File: config.mk
export PLATFORM = sky130hd
export DESIGN_NAME = aes_mixcol_engine
export DESIGN_NICKNAME = d
export VERILOG_FILES = /design/src/rtl/aes_mixcol_engine.sv
export SDC_FILE = /design/constraint.sdc
export NUM_CORES = 1
export LEC_CHECK = 0
export BUFFER_PORTS_ARGS = -buffer_cell sky130_fd_sc_hd__buf_2
export CORE_ASPECT_RATIO = 1.2
export CORE_MARGIN = 5
export CORE_UTILIZATION = 50
export CTS_BUF_LIST = sky130_fd_sc_hd__clkbuf_16
export DETAILED_ROUTE_END_ITERATION = 12
export PLACE_DENSITY = 0.77
export SLEW_MARGIN = 20
export SYNTH_ARGS = -nofsm -noshare
export SYNTH_HDL_FRONTEND = slang
export SYNTH_SLANG_ARGS = --single-unit
File: constraint.sdc
create_clock -name clk -period 4.11 [get_ports clk]
set_input_delay 0.822 -clock clk [delete_from_list [all_inputs] [get_ports clk]]
set_output_delay 0.822 -clock clk [all_outputs]
set_load 0.1 [all_outputs]
File: src/rtl/aes_mixcol_engine.sv
// AES MixColumns / InvMixColumns engine.
// Accepts a 128-bit state, then transforms COLS_PER_CYCLE columns per clock in
// place. The finished state is held on out_data until the consumer takes it.

// One column of the transform. The forward and inverse paths share the xtime chain.
module aes_mixcol_col (
  input  logic        inv,
  input  logic [31:0] a,
  output logic [31:0] b
);
  function automatic logic [7:0] xt(input logic [7:0] v);
    return {v[6:0], 1'b0} ^ (v[7] ? 8'h1b : 8'h00);
  endfunction

  logic [7:0] x1 [4];
  logic [7:0] x2 [4];
  logic [7:0] x4 [4];
  logic [7:0] x8 [4];

  // Build the 1/2/4/8 multiples of each row byte, then combine them per row.
  // 9 = 8+1, 11 = 8+2+1, 13 = 8+4+1, 14 = 8+4+2.
  always_comb begin
    b = '0;
    for (int i = 0; i < 4; i++) begin
      x1[i] = a[31-8*i -: 8];
      x2[i] = xt(x1[i]);
      x4[i] = xt(x2[i]);
      x8[i] = xt(x4[i]);
    end
    for (int i = 0; i < 4; i++) begin
      if (inv)
        b[31-8*i -: 8] = (x8[i] ^ x4[i] ^ x2[i])
                       ^ (x8[(i+1)%4] ^ x2[(i+1)%4] ^ x1[(i+1)%4])
                       ^ (x8[(i+2)%4] ^ x4[(i+2)%4] ^ x1[(i+2)%4])
                       ^ (x8[(i+3)%4] ^ x1[(i+3)%4]);
      else
        b[31-8*i -: 8] = x2[i] ^ x2[(i+1)%4] ^ x1[(i+1)%4]
                       ^ x1[(i+2)%4] ^ x1[(i+3)%4];
    end
  end
endmodule

module aes_mixcol_engine #(
  parameter int COLS_PER_CYCLE = 1
) (
  input  logic         clk,
  input  logic         rst_n,
  input  logic         in_valid,
  output logic         in_ready,
  input  logic         in_inv,
  input  logic [127:0] in_data,
  output logic         out_valid,
  input  logic         out_ready,
  output logic [127:0] out_data
);
  localparam logic [1:0] IDLE = 2'd0;
  localparam logic [1:0] BUSY = 2'd1;
  localparam logic [1:0] DONE = 2'd2;

  // A step of 4 wraps to 0 in two bits; harmless, since BUSY is left on the first cycle.
  localparam logic [1:0] STEP = 2'(COLS_PER_CYCLE);
  localparam logic [1:0] LAST = 2'(4 - COLS_PER_CYCLE);

  if (COLS_PER_CYCLE != 1 && COLS_PER_CYCLE != 2 && COLS_PER_CYCLE != 4) begin : g_bad_cfg
    $fatal(1, "aes_mixcol_engine: COLS_PER_CYCLE must be 1, 2 or 4");
  end

  logic [1:0]        state;
  logic [1:0]        cnt;
  logic              mode;
  // Column c is stored at packed index 3-c, so that column 0 sits in bits [127:96].
  logic [3:0][31:0]  work;

  logic [COLS_PER_CYCLE-1:0][1:0]  idx;
  logic [COLS_PER_CYCLE-1:0][31:0] col_in;
  logic [COLS_PER_CYCLE-1:0][31:0] col_out;

  for (genvar j = 0; j < COLS_PER_CYCLE; j++) begin : g_col
    assign idx[j]    = 2'd3 - cnt - 2'(j);
    assign col_in[j] = work[idx[j]];
    aes_mixcol_col u_col (
      .inv (mode),
      .a   (col_in[j]),
      .b   (col_out[j])
    );
  end

  // Control FSM and in-place column write-back.
  always_ff @(posedge clk or negedge rst_n) begin
    if (!rst_n) begin
      state <= IDLE;
      cnt   <= 2'd0;
      mode  <= 1'b0;
      work  <= '0;
    end else begin
      case (state)
        IDLE: if (in_valid) begin
          work  <= in_data;
          mode  <= in_inv;
          cnt   <= 2'd0;
          state <= BUSY;
        end
        BUSY: begin
          for (int j = 0; j < COLS_PER_CYCLE; j++) work[idx[j]] <= col_out[j];
          cnt <= cnt + STEP;
          if (cnt == LAST) state <= DONE;
        end
        DONE: if (out_ready) state <= IDLE;
        default: state <= IDLE;
      endcase
    end
  end

  assign in_ready  = (state == IDLE);
  assign out_valid = (state == DONE);
  assign out_data  = work;
endmodule

Word-level counts from Yosys, hierarchy flattened:

Index checks and enable logic that the tools add are counted.

* register bits after elaboration: 133
* input bits: 133
* output and inout bits: 130
* word-level logic and storage cells: 116

* add/sub/neg operators: 2
* $lt $le $gt $ge: 2
* eq/ne operators: 6
* mux-type cells: 29
* bitwise operators: 64
* reductions and logical operators: 6

Operator list (count)
* $xor 8x8->8: 64
* $pmux 128 s2: 1
* $bwmux 128: 1
* $mux 128: 1
* $bmux 32 s2: 1
* $demux 32 s2: 1
* $mux 32: 2
* $mux 5: 12
* $mux 8: 4
* $mux 2: 4
* $pmux 2 s3: 1
* $eq 2x2->1 const B: 2
* $ne 2x2->1 const B: 2
* $pmux 2 s2: 1
* $reduce_and 2->1: 2
* $lt 2x3->1 const B: 1
* $reduce_and 3->1: 1
* $add 2x1->2 const B: 1
* $eq 2x1->1 const B: 1
* $ge 2x1->1 const B: 1
* $logic_not 2->1: 1
* $ne 2x1->1 const B: 1
* $reduce_bool 2->1: 1
* $sub 2x2->2 const A: 1
* $logic_and 1x1->1: 1

Depth between registers and ports, before layout:

Gate-level depths: netlist of run 1.

* depth in word-level cells: 17
* gate-level depth with buffers: 11
* mapped depth without buffers: 7

Modules after synthesis:

From an unflattened synthesis of run 1, not the netlist that was laid out.

* cells, all modules: 967
* area total of the unflattened synthesis: 11173.2 sq um

Modules (own cells, without submodules)
* aes_mixcol_engine: instances 1, cells an instance 690, area an instance 8550.7 sq um, sequential area each 3328.2 sq um
* aes_mixcol_col: instances 1, cells an instance 277, area an instance 2622.5 sq um, sequential area each 0.0 sq um

Least setup slack after synthesis of run 1:

Ideal clock, no wire load.

* path type: register to register
* start: register state[1]
* end: register work, in the netlist out_data[126]
* data arrival time: 3.356 ns
* slack: 0.672 ns
* stages on the path, launching flop included: 8
* path buffers: 3
* cells stage by stage: dfrtp_1 > nor2_1 > and2_1 > clkbuf_1 > clkbuf_1 > dlygate4sd3_1 > a22oi_1 > o21ai_0

* cells in the longest elaborated chain, start to end: 3
* elaborated cells between the ends (all ways): 6
* those cells by class: eq/ne: 2; mux: 1; reduce/logical: 3

Ends and longest elaborated chain
* from (decl): RTL line 68 `logic [1:0] state;`
* from (signal assigned): RTL line 91 `state <= IDLE;`
* from (signal assigned): RTL line 101 `state <= BUSY;`
* from (signal assigned): RTL line 106 `if (cnt == LAST) state <= DONE;`
* $logic_not 2->1 (*)
* named net in_ready: RTL line 49 `output logic in_ready,`
* $ne 2x2->1 (no line) or $reduce_bool 2->1 (tied branches)
* $reduce_and 2->1 (no line)
* to (signal assigned): RTL line 98 `work <= in_data;`
* to (decl): RTL line 72 `logic [3:0][31:0] work;`

Mark *: on every way through the listed nets, which the timed path passes. The rest lies on a longest branch.
A chain may end at the register's enable or synchronous reset.

Final worst setup path of run 1:

* start: register cnt[0]
* end: register work, in the netlist out_data[51]

* cells in the longest elaborated chain, start to end: 15
* elaborated cells between the ends (all ways): 47
* those cells by class: add/sub: 1; order compare: 2; mux: 17; bitwise: 26; reduce/logical: 1

Ends and longest elaborated chain
* from (decl): RTL line 69 `logic [1:0] cnt;`
* from (signal assigned): RTL line 105 `cnt <= cnt + STEP;`
* $sub 2x2->2 (*): RTL line 79 `assign idx[j] = 2'd3 - cnt - 2'(j);`
* $bmux 32 s2: RTL line 80 `assign col_in[j] = work[idx[j]];`
* $mux 32 (implied by the code): RTL line 80
* $mux 5 or $xor 8x8->8 (tied branches): RTL line 12 `return {v[6:0], 1'b0} ^ (v[7] ? 8'h1b : 8'h00);`
* $xor 8x8->8: RTL line 12
* $xor 8x8->8 or $mux 5 (tied branches): RTL line 12
* $xor 8x8->8: RTL line 12
* $xor 8x8->8, on equally long branches (2 in series): RTL line 32, 33
* $xor 8x8->8: RTL line 33 `^ (x8[(i+1)%4] ^ x2[(i+1)%4] ^ x1[(i+1)%4])`
* $xor 8x8->8: RTL line 34 `^ (x8[(i+2)%4] ^ x4[(i+2)%4] ^ x1[(i+2)%4])`
* $xor 8x8->8: RTL line 35 `^ (x8[(i+3)%4] ^ x1[(i+3)%4]);`
* $mux 8: RTL line 31 `if (inv)`
* $bwmux 128 (*): RTL line 104 `for (int j = 0; j < COLS_PER_CYCLE; j++) work[idx[j]] <= col_out[j];`
* $pmux 128 s2 (*): RTL line 96 `case (state)`

Mark *: on every way between the ends. The rest lies on a longest branch, timed or not. The select of a mux whose other input is x is not followed.

==> results.sh, run 1 <==
export IMPL_grt_overflow=0
export IMPL_postRouteAntennaNets=0
export IMPL_critPathKind="reg -> reg"
export IMPL_synth_mux_area_fraction_pct=8.64
export IMPL_ios=263
export IMPL_core_um2=18200
export IMPL_area_growth_pct=20.5
export IMPL_antenna_cells=0
export IMPL_yosys_area_top_type="dfrtp_1"
export IMPL_cts_buffer_depth=2
export IMPL_worstRegToRegCells=8
export IMPL_setup_viol=0
export IMPL_outcome="complete, no violations"
export IMPL_syn_nets=940
export IMPL_synth_top_cell_area_share_pct=35.9
export IMPL_place_congestion=1.01
export IMPL_drv_cap=0
export IMPL_place_ws_ns=0.448
export IMPL_antenna_found_initial=1
export IMPL_synth_area_um2=9280
export IMPL_grt_pass1_wl_um=51200
export IMPL_grt_pass1_vias=8746
export IMPL_drc=0
export IMPL_synthAdderAreaFrac_pct=0.539
export IMPL_vias=8149
export IMPL_initial_core_util_pct=50.9
export IMPL_viasPerCell=6.39
export IMPL_design_die_area_um2=21400
export IMPL_grt_max_degree=70
export IMPL_yosysSeqAreaShare_pct=35.9
export IMPL_slew_headroom_pct=37.6
export IMPL_avgSynthCellArea_um2=11.6
export IMPL_yosysWarnings=0
export IMPL_initialDrtViolationCount=1123
export IMPL_worst_slew_pin_slew_ns=0.936
export IMPL_skew_ns=0.0106
export IMPL_worst_slack_ns=0.423
export IMPL_synth_xor_area_share_pct=29.1
export IMPL_synthSimpleGateAreaFrac_pct=2.58
export IMPL_clock_latency_ns=0.43
export IMPL_arrival_ns=3.98
export IMPL_hpwl_um=25200
export IMPL_grtUsageTotal_pct=31.2
export IMPL_slew_violations=0
export IMPL_cts_buffers=17
export IMPL_drive_above_1_share_pct=35.8
export IMPL_synth_cell_types=40
export IMPL_design_area_um2=11200
export IMPL_cp_end_kind="flop"
export IMPL_die_w_um=134
export IMPL_cp_required_ns=4.40
export IMPL_synth_compound_area_share_pct=18.4
export IMPL_rsz0062_at_grt="no"
export IMPL_die_y_um=159
export IMPL_ctsResizeCount=0
export IMPL_fin_crit_ns=3.69
export IMPL_post_cts_buffers=0
export IMPL_placed_cells=1244
export IMPL_fin_cells=1276
export IMPL_clkTransAtPathRegs_ns=0.06
export IMPL_drtPass1Iterations=7
export IMPL_drt_total_wl_um=33600
export IMPL_layout_nets=1176
export IMPL_place_area_um2=10700
export IMPL_synth_top_family_by_area="XOR/XNOR gates"
export IMPL_syn_inst=803
export IMPL_finalSetupTns_ns=0
export IMPL_hold_violations=0
export IMPL_start_kind="flop"
export IMPL_wl_per_cell_um=26.3
export IMPL_period_share_pct=89.7
export IMPL_cts_root_buffer="clkbuf_16"
export IMPL_path_max_fanout=15
export IMPL_portBuffers=262
export IMPL_h_tree_depth=4
export IMPL_rows=54
export IMPL_max_freq_mhz=271
export IMPL_netlist_top_cells_area="dfrtp_1 (36%), xnor2_1 (13%), a22oi_1 (9.7%), mux4_2 (6.8%), xnor3_1 (6.6%)"
export IMPL_synth_seq_cells=133
export IMPL_cts_hold_buf=0
export IMPL_cts_tree="built"
export IMPL_hp_class="in -> async"
export IMPL_clock_sinks=133
[layout make-up]
cell class	instances	area, um2
Sequential cell	133	3330
Tap cell	224	280
Clock buffer	17	425
Multi-Input combinational cell	596	5520
Timing Repair Buffer	287	1530
Fill cell	1507	7060
Clock inverter	15	91.3
Inverter	4	15.0
[per-stage QoR]
step	hold WS, ns	utilization (%)
6_report	0.520	61.3
5_1_grt	0.542	61.3
4_1_cts	0.520	61.3
3_5_place_dp	0.510	58.5
3_3_place_gp	0.497	58.5
2_1_floorplan	0.463	-
[sequential cells by signal (all words and copies together) (netlist names)]
name      flops
mode          1
cnt           2
state         2
out_data    128
[synthesized netlist by cell type, drive strengths merged]
cell	n
buf	26
dlygate4sd3	3
o311ai	4
a22oi	120
inv	4
a21oi	15
a22o	1
and3	4
nand2	32
nor2	20
dfrtp	133
o21bai	1
and2	1
nor2b	1
xor3	2
mux4	32
mux2i	4
dlygate4sd1	3
clkbuf	38
ha	4
o21ai	117
xor2	39
a222oi	8
nand2b	1
mux2	2
xnor3	31
xnor2	157
[placed cells by master (no fill, tap or decap), drive strengths merged, types with 8 or more instances in the layout]
cell / synthesis / routed
inv: 4 / 9
xor2: 39 / 39
xnor3: 31 / 31
mux4: 32 / 32
xnor2: 157 / 157
buf: 26 / 287
dfrtp: 133 / 133
nor2: 20 / 20
a22oi: 120 / 120
a222oi: 8 / 8
clkbuf: 38 / 17
o21ai: 117 / 117
nand2: 32 / 32
a21oi: 15 / 15
[cell families after synthesis]
kind of cell	after synthesis
AO/OA/AOI/OAI	266
XOR/XNOR	229
adder cells (fa/ha/maj)	4
buffers and inverters	74
flip-flops	133
multiplexers	38
AND/OR/NAND/NOR	59
[worst paths after layout]
kind                                  to  slack (ns)           from
hold reg to reg            out_data[107]        0.54  out_data[107]
max in group asynchronous   out_data[76]        2.72          rst_n
setup reg to reg            out_data[51]        0.42         cnt[0]
min in group clk           out_data[107]        0.54  out_data[107]
hold / removal              out_data[28]        0.52          rst_n
setup / recovery            out_data[51]        0.42         cnt[0]
[critical path, cell delays in order, from the launching register on]
cell and delay [ns]:
dfrtp_2 0.69, buf_12 0.24, mux4_1 0.83, xnor2_1 0.26, xnor2_1 0.46, xnor3_1 0.51, xor2_1 0.19, a21oi_2 0.26
o21ai_1 0.11
[metal layers]
layer	part of all wire (%)	global-route usage [%]	vias to the layer above
met3	9.5	6.86	149
met1	36	39.1	3976
li1	-	-	3404
met5	0.048	0	-
met4	6.2	18.4	2
met2	48	49.7	618
Power of run 1 is left out: the tool's default activity adds up to more than one toggle a clock period on the data nets, which glitch-free logic cannot reach.
==> run 2: changes to the inputs <==
Settings changed: GPL_TIMING_DRIVEN set to 0, MAX_ROUTING_LAYER set to met4.
==> run 2 against run 1 <==
Compared with the run above: cell count rose by 3.7%; utilization is 1.9 points higher; critical path type unchanged; first-iteration DRC count up 5.5%; highest routed layer is now met4.
==> results.sh, run 2 (synthesis gave the netlist of run 1 again) <==
export IMPL_drive_above_1_share_pct=34.6
export IMPL_grt_pass1_wl_um=54500
export IMPL_setup_viol=0
export IMPL_cts_tree="built"
export IMPL_critPathTopFamily="XOR/XNOR gates"
export IMPL_worst_slew_pin_slew_ns=0.828
export IMPL_cp_required_ns=4.39
export IMPL_viasPerCell=6.48
export IMPL_slew_headroom_pct=44.8
export IMPL_drv_cap=0
export IMPL_antenna_found_initial=1
export IMPL_layout_nets=1222
export IMPL_crit_chain="buf_6 > buf_12 > buf_12 > mux4_2 > xnor3_2 > xnor2_1 > xnor3_1 > xnor2_1 > mux2i_1 > o21ai_0"
export IMPL_largest_reg_flops=128
export IMPL_layout_common_cells="buf_2 (269), xnor2_1 (140), dfrtp_1 (133)"
export IMPL_rows=54
export IMPL_clock_latency_ns=0.43
export IMPL_core_um2=18200
export IMPL_die_w_um=134
export IMPL_start_kind="flop"
export IMPL_h_tree_depth=4
export IMPL_cp_end_kind="flop"
export IMPL_grtUsageTotal_pct=34.8
export IMPL_post_cts_buffers=0
export IMPL_area_growth_pct=24.4
export IMPL_cts_buffers=17
export IMPL_drtPass1Iterations=8
export IMPL_period_share_pct=94.7
export IMPL_place_congestion=1.03
export IMPL_worst_path_buf_inv=3
export IMPL_fin_crit_ns=3.89
export IMPL_slew_violations=0
export IMPL_initial_core_util_pct=50.9
export IMPL_die_y_um=159
export IMPL_vias=8577
export IMPL_layout_commonest_cell="buf_2"
export IMPL_cp_slowest_stage_delay_ns=0.64
export IMPL_ctsResizeCount=0
export IMPL_path_max_fanout=10
export IMPL_rsz0062_at_grt="no"
export IMPL_cp_slowest_cell="mux4_2"
export IMPL_hp_class="in -> async"
export IMPL_grt_max_degree=81
export IMPL_clock_sinks=133
export IMPL_cts_buffer_depth=2
export IMPL_initialDrtViolationCount=1185
export IMPL_grt_overflow=0
export IMPL_drt_total_wl_um=36300
export IMPL_design_die_area_um2=21400
export IMPL_hold_violations=0
export IMPL_grt_pass1_vias=9124
export IMPL_max_freq_mhz=257
export IMPL_drc=0
export IMPL_clkTransAtPathRegs_ns=0.06
export IMPL_portBuffers=262
export IMPL_postRouteAntennaNets=0
export IMPL_skew_ns=0.0141
export IMPL_hpwl_um=27800
export IMPL_outcome="complete, no violations"
export IMPL_finalSetupTns_ns=0
export IMPL_critPathKind="reg -> reg"
export IMPL_cts_root_buffer="clkbuf_16"
export IMPL_wl_per_cell_um=27.5
export IMPL_arrival_ns=4.17
export IMPL_cts_hold_buf=0
export IMPL_ios=263
run 2: changes by cell type in the layout (fill, tap and decap cells not counted), moves of 8 or more:
cell	delta
clkbuf_1	+37
buf_4	-17
buf_6	+9
buf_2	+8
run 2: worst paths after layout:
| kind | startpoint | end | slack [ns] | depth (start not counted) |
|---|---|---|---|---|
| max reg2reg | cnt[0] | out_data[35] | 0.22 | 10 |
| max in group asynchronous | rst_n | out_data[106] | 3.04 | 2 |
| min in group clk | state[1] | state[0] | 0.51 | 1 |
| min | rst_n | out_data[5] | 0.31 | 1 |
| max | cnt[0] | out_data[35] | 0.22 | 10 |
| min reg2reg | state[1] | state[0] | 0.51 | 1 |
run 2: area by class of cell:
type | count | area (um2)
multi-input combinational | 596 | 5500
buffer | 70 | 437
antenna | 1 | 2.50
clock inverter | 15 | 203
sequential | 133 | 3330
clock buffer | 17 | 425
fill | 1498 | 6700
timing repair buffer | 263 | 1350
tap | 224 | 280
inverter | 4 | 15.0
run 2: through the flow:
stage                     instances  utilization (%)  worst slack (ns)  hold WS (ns)  area, um2
after floorplan                 803                -             0.672         0.463       9280
after global placement         1289             59.6             0.378         0.486      10900
after detailed placement       1290             59.8             0.337         0.494      10900
after CTS                      1322             63.2             0.280         0.321      11500
after global routing           1323             63.3             0.195         0.345      11500
final                          1323             63.3             0.220         0.315      11500
run 2: routing by layer:
layer / vias up / GRT usage, % / part of all wire [%]
met3: 155 / 6.54 / 9.4
met2: 668 / 55.4 / 49
met5: - / - / 0
met4: 0 / 19.1 / 6.1
li1: 3506 / - / -
met1: 4248 / 41.7 / 35
Power of run 2 is left out for the same reason.
==> run 3: changes to the inputs <==
Settings changed: CORE_UTILIZATION 50 to 45, CTS_BUF_LIST sky130_fd_sc_hd__clkbuf_16 to sky130_fd_sc_hd__clkbuf_8, PLACE_DENSITY 0.77 to 0.71.
==> run 3 against run 2 <==
Compared with the run above: global-route usage decreased by 3.4 points; clock skew about the same; critical path depth unchanged; critical endpoint is now out_data[117]; utilization decreased by 7.3 points.
==> results.sh, run 3 (synthesis gave the netlist of run 1 again) <==
export IMPL_arrival_ns=4.23
export IMPL_finalSetupTns_ns=0
export IMPL_grt_use_met3_pct=6.42
export IMPL_critPathKind="reg -> reg"
export IMPL_cts_buffer_depth=2
export IMPL_grt_pass1_wl_um=54000
export IMPL_wl_per_cell_um=27.0
export IMPL_fin_cells=1362
export IMPL_clkTransAtPathRegs_ns=0.08
export IMPL_post_cts_buffers=0
export IMPL_layout_commonest_cell="buf_2"
export IMPL_cts_buffers=17
export IMPL_skew_ns=0.0142
export IMPL_ctsResizeCount=0
export IMPL_gr_max_usage_layer="met2"
export IMPL_vias=8498
export IMPL_grtUsageTotal_pct=31.4
export IMPL_worst_slew_pin_slew_ns=1.00
export IMPL_worstRegToRegCells=10
export IMPL_reg2reg_slack_ns=0.20
export IMPL_period_share_pct=95.2
export IMPL_antenna_found_initial=0
export IMPL_use_met2_pct=51.6
export IMPL_cts_tree="built"
export IMPL_postRouteAntennaNets=0
export IMPL_cts_root_buffer="clkbuf_8"
export IMPL_initial_core_util_pct=45.8
export IMPL_layout_common_cells="buf_2 (269), xnor2_1 (140), dfrtp_1 (133)"
export IMPL_largest_reg_flops=128
export IMPL_regArea_um2=3330
export IMPL_portBuffers=262
export IMPL_grt_max_degree=101
export IMPL_clock_sinks=133
export IMPL_drc=0
export IMPL_hp_class="in -> async"
export IMPL_whs_ns=0.218
export IMPL_die_y_um=167
export IMPL_design_die_area_um2=23600
export IMPL_rows=57
export IMPL_core_um2=20300
export IMPL_rr_startpoint="cnt[1]"
export IMPL_initialDrtViolationCount=998
export IMPL_crit_end="out_data[117]"
export IMPL_cp_required_ns=4.42
export IMPL_placed_cells=1331
export IMPL_fillerInstances=1852
export IMPL_die_w_um=141
export IMPL_cts_hold_buf=0
export IMPL_grt_pass1_vias=8654
export IMPL_area_growth_pct=22.1
export IMPL_drive_above_1_share_pct=34.5
export IMPL_hold_violations=0
export IMPL_slew_headroom_pct=33.2
export IMPL_design_area_um2=11300
export IMPL_layout_nets=1222
export IMPL_hpwl_um=28200
export IMPL_multi_input_comb_area_um2=5500
export IMPL_ios=263
export IMPL_startpoint="cnt[1]"
export IMPL_reg2reg_to="out_data[117]"
export IMPL_cp_end_kind="flop"
export IMPL_fin_crit_ns=3.91
export IMPL_drtPass1Iterations=7
export IMPL_outcome="complete, no violations"
export IMPL_place_area_um2=11000
export IMPL_place_congestion=0.996
export IMPL_clock_latency_ns=0.46
export IMPL_setup_viol=0
export IMPL_path_max_fanout=10
export IMPL_start_kind="flop"
export IMPL_antenna_cells=0
export IMPL_rsz0062_at_grt="no"
export IMPL_drt_total_wl_um=36700
export IMPL_slew_violations=0
export IMPL_viasPerCell=6.24
export IMPL_drv_cap=0
export IMPL_grt_overflow=0
export IMPL_use_met1_pct=38.7
export IMPL_max_freq_mhz=255
export IMPL_h_tree_depth=4
==> run 3: cell count changes in the layout (fill, tap and decap cells not counted) <==
cell,delta
clkbuf_16,-17
inv_1,+1
clkinvlp_4,+1
bufinv_16,-3
clkbuf_8,+19
clkinv_4,-1
diode_2,-1
inv_6,-1
==> run 3: layout make-up <==
cell class / instances / share of cell area (%)
inverter: 4 / 0.133
sequential: 133 / 29.4
buffer: 70 / 3.86
clock inverter: 12 / 0.939
clock buffer: 19 / 2.31
timing repair buffer: 263 / 11.9
tap: 265 / 2.93
multi-input combinational: 596 / 48.5
==> run 3: worst min-delay path by stage <==
stage / endpoint / startpoint / depth (start not counted) / slack (ns)
2_1_floorplan: state[0] / state[1] / 1 / 0.46
5_1_grt: out_data[37] / rst_n / 1 / 0.22
6_report: out_data[1] / rst_n / 1 / 0.22
4_1_cts: out_data[1] / rst_n / 1 / 0.21
3_3_place_gp: state[0] / state[1] / 1 / 0.49
3_5_place_dp: state[0] / state[1] / 1 / 0.49
==> run 3: metrics by stage <==
stage / setup WS (ns) / utilization [%]
floorplan: 0.672 / -
global placement: 0.399 / 53.9
detailed placement: 0.358 / 54.1
CTS: 0.334 / 55.9
global route: 0.136 / 55.9
finish: 0.195 / 55.9
==> run 3: per-layer routing <==
metal,part of all wire [%],wire length (um),up-vias
met5,0,0,-
met4,3.3,1200,0
met3,10,3690,100
met2,51,18600,653
met1,36,13200,4238
li1,-,-,3507
==> run 3: worst max-delay path: stages, from the launching register on <==
cell and delay [ns]:
dfrtp_1 0.38, buf_2 0.30, buf_6 0.23, buf_2 0.37
mux4_2 0.49, xnor2_1 0.44, xnor3_1 0.51, xor2_1 0.19
nand2_1 0.09, xnor2_1 0.57, o21ai_0 0.20
Power of run 3 is left out for the same reason.
